==> src/rtl/array_prod.sv <==
// -----------------------------------------------------------------------------
// array_prod
//
// Sequential signed fixed-point dot product of two ARRAY_SZ-element vectors.
// Elements are QN.QM two's-complement values, W = QN+QM+1 bits wide. One
// element product is accumulated per clock. The final sum is arithmetically
// shifted right by QM, which truncates toward minus infinity.
//
// Build option:
//   ARRAY_PROD_SAT_EN  defined   -> clamp the shifted sum to the W-bit range
//                      undefined -> keep the low W bits (two's-complement wrap)
//   Latency and handshake are the same in both builds.
//
// Ports:
//   vecA      in   ARRAY_SZ*W  operand A; element i is at [i*W +: W]
//   vecB      in   ARRAY_SZ*W  operand B; same packing as vecA
//   clock     in   1           rising-edge clock
//   reset     in   1           synchronous, active-high; releasing it starts
//                              a computation
//   dataReady out  1           result valid; stays high until the next reset
//   result    out  W           dot product in QN.QM format
//   fsmState  out  2           debug view of the FSM state
//                              (0 IDLE, 1 LOAD, 2 ACC, 3 DONE)
//
// Handshake: reset high clears everything and holds the FSM in IDLE. The
// first rising edge with reset low (E0) captures vecA/vecB. Edges E1..E_N
// each accumulate one element, lowest index first. Edge E(N+1) registers
// result and raises dataReady. Both outputs then stay frozen until reset.
// Input changes after E0 are ignored.
// -----------------------------------------------------------------------------
module array_prod #(
  parameter int ARRAY_SZ = 8,
  parameter int QN       = 6,
  parameter int QM       = 11,
  localparam int W       = QN + QM + 1
) (
  input  logic [ARRAY_SZ*W-1:0] vecA,
  input  logic [ARRAY_SZ*W-1:0] vecB,
  input  logic                  clock,
  input  logic                  reset,
  output logic                  dataReady,
  output logic [W-1:0]          result,
  output logic [1:0]            fsmState
);

  // The accumulator has headroom for ARRAY_SZ full-precision products plus a
  // sign bit, so intermediate sums cannot overflow.
  localparam int AW = 2 * W + $clog2(ARRAY_SZ) + 1;
  // The counter must reach ARRAY_SZ itself, because that value marks the
  // "all elements accumulated" cycle.
  localparam int CW = $clog2(ARRAY_SZ + 1);
  localparam logic [CW-1:0] CNT_END = CW'(ARRAY_SZ);

  typedef enum logic [1:0] {
    IDLE = 2'd0,
    LOAD = 2'd1,
    ACC  = 2'd2,
    DONE = 2'd3
  } state_t;

  state_t state;
  state_t stateNext;

  logic [ARRAY_SZ*W-1:0] aReg;
  logic [ARRAY_SZ*W-1:0] bReg;
  logic signed [AW-1:0]  acc;
  logic [CW-1:0]         cnt;

  logic signed [W-1:0]   opA;
  logic signed [W-1:0]   opB;
  logic signed [2*W-1:0] prod;
  logic signed [AW-1:0]  prodExt;
  logic signed [AW-1:0]  sumShift;
  logic [W-1:0]          resultNext;
  int                    selIdx;

  assign fsmState = state;

  // ---------------------------------------------------------------------------
  // FSM: state register
  // ---------------------------------------------------------------------------
  always_ff @(posedge clock) begin
    if (reset) begin
      state <= IDLE;
    end else begin
      state <= stateNext;
    end
  end

  // ---------------------------------------------------------------------------
  // FSM: next-state logic
  // The operand capture happens on the edge that leaves IDLE (E0), so the
  // FSM goes directly from IDLE to ACC. LOAD names that capture step in the
  // encoding. If LOAD is ever reached, it behaves like IDLE: it recaptures
  // the operands and proceeds to ACC.
  // ---------------------------------------------------------------------------
  always_comb begin
    stateNext = state;
    case (state)
      IDLE: stateNext = ACC;
      LOAD: stateNext = ACC;
      ACC:  if (cnt == CNT_END) stateNext = DONE;
      DONE: stateNext = DONE;
      default: stateNext = IDLE;
    endcase
  end

  // ---------------------------------------------------------------------------
  // Element select and full-precision product
  // When the counter reaches CNT_END, the index is clamped to 0. This keeps
  // the part-select in range. The product is not used in that cycle.
  // ---------------------------------------------------------------------------
  always_comb begin
    selIdx = 0;
    if (cnt < CNT_END) begin
      selIdx = int'(cnt);
    end
  end

  assign opA     = aReg[selIdx*W +: W];
  assign opB     = bReg[selIdx*W +: W];
  assign prod    = opA * opB;
  assign prodExt = {{(AW - 2 * W){prod[2*W-1]}}, prod};

  // Arithmetic shift of the signed accumulator gives the floor division.
  assign sumShift = acc >>> QM;

`ifdef ARRAY_PROD_SAT_EN
  localparam logic signed [AW-1:0] SAT_MAX = {{(AW - W + 1){1'b0}}, {(W - 1){1'b1}}};
  localparam logic signed [AW-1:0] SAT_MIN = {{(AW - W + 1){1'b1}}, {(W - 1){1'b0}}};

  always_comb begin
    resultNext = sumShift[W-1:0];
    if (sumShift > SAT_MAX) begin
      resultNext = SAT_MAX[W-1:0];
    end else if (sumShift < SAT_MIN) begin
      resultNext = SAT_MIN[W-1:0];
    end
  end
`else
  // Wrap mode keeps the low W bits. The upper bits are intentionally dropped.
  logic unusedShiftBits;
  assign unusedShiftBits = ^sumShift[AW-1:W];

  always_comb begin
    resultNext = sumShift[W-1:0];
  end
`endif

  // ---------------------------------------------------------------------------
  // Datapath registers
  // ---------------------------------------------------------------------------
  always_ff @(posedge clock) begin
    if (reset) begin
      aReg      <= '0;
      bReg      <= '0;
      acc       <= '0;
      cnt       <= '0;
      result    <= '0;
      dataReady <= 1'b0;
    end else begin
      case (state)
        IDLE, LOAD: begin
          aReg      <= vecA;
          bReg      <= vecB;
          acc       <= '0;
          cnt       <= '0;
          dataReady <= 1'b0;
        end
        ACC: begin
          if (cnt != CNT_END) begin
            acc <= acc + prodExt;
            cnt <= cnt + CW'(1);
          end else begin
            result    <= resultNext;
            dataReady <= 1'b1;
          end
        end
        default: begin
          // DONE: outputs stay frozen until the next reset.
        end
      endcase
    end
  end

endmodule

==> config.mk <==
export PLATFORM = sky130hd
export DESIGN_NAME = array_prod
export DESIGN_NICKNAME = d
export VERILOG_FILES = /design/src/rtl/array_prod.sv
export SDC_FILE = /design/constraint.sdc
export NUM_CORES = 2
export LEC_CHECK = 0
export BUFFER_PORTS_ARGS = -buffer_cell sky130_fd_sc_hd__buf_2
export CORE_MARGIN = 2
export CORE_UTILIZATION = 55
export DETAILED_ROUTE_END_ITERATION = 16
export PLACE_DENSITY = 0.84
export SLEW_MARGIN = 40
export SYNTH_ARGS = -nofsm -noshare
export SYNTH_HDL_FRONTEND = slang
export SYNTH_SLANG_ARGS = --single-unit
==> constraint.sdc <==
create_clock -name clock -period 9.9 [get_ports clock]
set_clock_uncertainty 0.2 [all_clocks]
set_input_delay 2.97 -clock clock [delete_from_list [all_inputs] [get_ports clock]]
set_output_delay 2.97 -clock clock [all_outputs]
set_load 0.02 [all_outputs]
==> out/metrics.csv <==
stage;metric;value;unit
route;iteration count of the initial detailed-routing pass;12;
yosys;Synth Area in XOR/XNOR;1.65;%
setup_path;CP most frequent cell;fa_1;
global_route;first-pass GRT wire length;130000;µm
outcome;failing checks;design-rule violations;
place;pre-CTS WS;617;ps
route;drt via density;5.87;
power_and_ir_drop;maximum vdd ir drop;0.000184;V
setup_path;CP Capture Type;flop;
sta;Max Transition Viols Final;0;
yosys;synthesized cell area;0.0261;mm²
power_and_ir_drop;Psw;2400;µW
clock_tree;post-cts resize count;0;
route;DRC;10;
die;initial core utilization;55.8;%
yosys;register area share after synthesis;26.3;%
global_route;vias in the first global route;22200;
power_and_ir_drop;sequential share of power;26.3;%
sta;Final WS setup;540;ps
setup_path;Reg2Reg Depth;27;
cells_and_area;final-layout fill cell count;3859;
global_route;largest net degree at the start of global routing;126;
yosys;Netlist cell types;82;
yosys;cell count after synthesis;2830;
route;DRT iter0 DRCs;2580;
yosys;post-synthesis net count;3510;
min_path;HP Start;result[11];
setup_path;worst flop-to-flop path startpoint;cnt[0];
sta;Final Hold Vio Count;0;
yosys;Post-synth EDFFs;0;
die;num rows;79;
cells_and_area;area grow syn2layout;13.3;%
cells_and_area;share of layout cells above drive strength 1;17.2;%
min_path;path category of the worst min-delay check;flop to flop;
place;Placer Congestion;0.996;
yosys;Synth Register Bits;342;
sta;Slew @ Worst Pin;844;ps
sta;Min Clock Period, post-route;9360;ps
yosys;Synth top area share;26.3;%
clock_tree;clk slew on worst S/H paths;70;ps
power_and_ir_drop;Leak;0.0142;µW
clock_tree;TritonCTS Sinks;342;
die;die area;0.0491;mm²
power_and_ir_drop;Comb power frac;50.4;%
yosys;Simple-Gate Fraction of Synth Area;13.5;%
global_route;initial antenna violation count;4;
yosys;Synth area leader;dfxtp_1;
yosys;Yosys warnings;0;
yosys;ys async rst share;0;%
clock_tree;Post-CTS Setup Bufs;0;
sta;Fin Setup TNS;0;ps
clock_tree;Post-CTS Hold Fix Bufs;0;
setup_path;CP Launch Type;flop;
setup_path;worst setup path startpoint;cnt[0];
setup_path;Worst Path Max Fanout;28;
yosys;post-synthesis adder-cell area fraction;27.1;%
sta;Max Fclk;0.107;GHz
route;DRT Wirelength;84300;µm
setup_path;CP Data Required Time;10180;ps
sta;RSZ-0062 raised after global routing;no;
die;die height;222;µm
yosys;most common flop cell mapped by yosys;dfxtp_1;
route;vias post-DR;21900;
setup_path;r2r endpoint;acc[27];
die;Horiz. Die Dim;222;µm
setup_path;Slowest-stage cell, CP;nor2b_4;
yosys;syn avg cell area;9.21;µm²
yosys;post-synthesis mux area share;15.6;%
power_and_ir_drop;Internal;3640;µW
power_and_ir_drop;Sw Share;39.8;%
setup_path;Worst Setup Path Type;flop to flop;
clock_tree;TritonCTS clock tree;done;
setup_path;Worst Path Arrival;9640;ps
setup_path;CP max stage delay;630;ps
route;Routed Antenna Nets;0;
setup_path;r2r setup slk;540;ps
setup_path;Crit path max-delay family;adder cells;
clock_tree;Root Driver;clkbuf_16;
outcome;status;finished with violations;
cells_and_area;final net count;3764;
yosys;Compound-Gate Fraction of Synth Area;7.78;%
power_and_ir_drop;Clock power frac;23.3;%
clock_tree;number of H-tree levels;2;
die;core area;0.0467;mm²
setup_path;Worst Path Buf+Inv;4;
setup_path;crit path to;acc[27];
yosys;cell with the most instances after synthesis;nor2_1;
clock_tree;deepest clock path buffer count;3;
yosys;largest family of logic cells by synthesized area;adder cells;
sta;max_slew headroom;43.7;%
place;DP HPWL;65300;µm
run;max-cap violations;0;
power_and_ir_drop;Power Density;205;mW/mm²
yosys;Area contributors post-synth;dfxtp_1 (26%), fa_1 (22%), mux2i_1 (13%), nor2_1 (7.1%), inv_1 (5.2%);
sta;final period utilization;94.5;%
setup_path;Levels on crit path;27;
clock_tree;CTS buffer count;37;
yosys;Post-synth top cells;nor2_1 (495), inv_1 (360), dfxtp_1 (342);
clock_tree;Worst-Skew Late Latency;590;ps
global_route;gr ovfl total;0;
global_route;Total GRT Usage;34.3;%
route;post-detailed-route wirelength per cell;22.6;µm
die;I/O pin count;311;
place;Port Buf Inserts;310;
sta;final setup vio count;0;
registers in the layout, summed over array words and instances, names as in the netlist:
register and count:
result 18, cnt 4, dataReady 1, bReg 144, fsmState 2, acc 29, aReg 144
worst reg2reg max path: cells and delay by family, from the launching register on:
family                   cells  cell delay, ps
AO/OA/AOI/OAI                7            2020
XOR/XNOR                     1             150
adder cells (fa/ha/maj)      8            3850
buffers and inverters        4             190
flip-flops                   1             590
multiplexers                 1             590
AND/OR/NAND/NOR              6            1650
cells by family (layout without fill, tap and decap cells):
kind of cell    Yosys count  after routing
other cells               0              3
flops                   342            342
xor+xnor                 45             45
simple gates            844            844
buf+inv                 530            813
mux                     372            372
compound gates          307            307
fa+ha+maj               390            390
metrics by stage:
stage	utilization, %	instance area [µm²]	hold WS (ps)	total power [µW]	instances
detailed placement	60.6	28300	244	4600	3652
finish	63.3	29500	248	6040	3723
global placement	60.4	28200	240	4520	3647
floorplan	-	26100	232	3840	2830
global route	63.3	29500	271	6460	3722
CTS	63.2	29500	252	6030	3720
layer usage:
metal  GRT usage, %  wire, µm
met4           16.4      4460
met3           8.14      9050
met2           54.5     38200
met5              0         0
met1           44.3     32600
layout by cell type (no fill, tap or decap), types with 6 or more instances in the layout:
cell type  instances
nor2_1           494
inv_1            360
dfxtp_1          338
mux2i_1          330
buf_2            309
fa_1             291
nand2_1          209
a21oi_1          104
ha_1              99
buf_4             66
nand2b_1          48
o21ai_0           44
clkbuf_16         37
xnor2_1           35
mux4_2            25
or2_2             24
mux2_2            15
a221oi_1          14
nor2b_1           14
a211oi_1          14
nand3_1           14
a21o_1            14
clkbuf_1          10
o22ai_1            9
a31oi_1            9
nor3_1             9
o211ai_1           8
o221ai_1           8
o21ai_1            8
o21a_1             7
xor2_1             7
a21oi_2            6
and3_1             6
worst min-delay path by stage:
| stage | cells past startpoint | endpoint | slack, ps |
|---|---|---|---|
| 3_5_place_dp | 2 | result[4] | 240 |
| 3_3_place_gp | 2 | result[4] | 240 |
| 6_report | 2 | result[11] | 250 |
| 2_1_floorplan | 2 | acc[10] | 230 |
| 4_1_cts | 2 | result[4] | 250 |
| 5_1_grt | 2 | result[15] | 270 |
power by group through the flow:
stage	clock [µW]	combinational, µW	sequential [µW]
after floorplan	0	2290	1560
after global placement	0	2910	1610
after detailed placement	0	2990	1610
after CTS	1420	3020	1580
after global routing	1480	3390	1590
final	1410	3040	1590
final cells by class:
cell class              count  area, µm²  share of cell area, %
diodes                      3       7.51                 0.0254
clock buffers              52       1030                   3.50
clock inverters            16        195                  0.661
inverters                 362       1360                   4.60
multi-input cells        1958      17100                   58.1
flip-flops and latches    342       6860                   23.2
well taps                 607        759                   2.57
repair buffers            383       2170                   7.34
No activity file was read; power rests on OpenSTA's default activity.
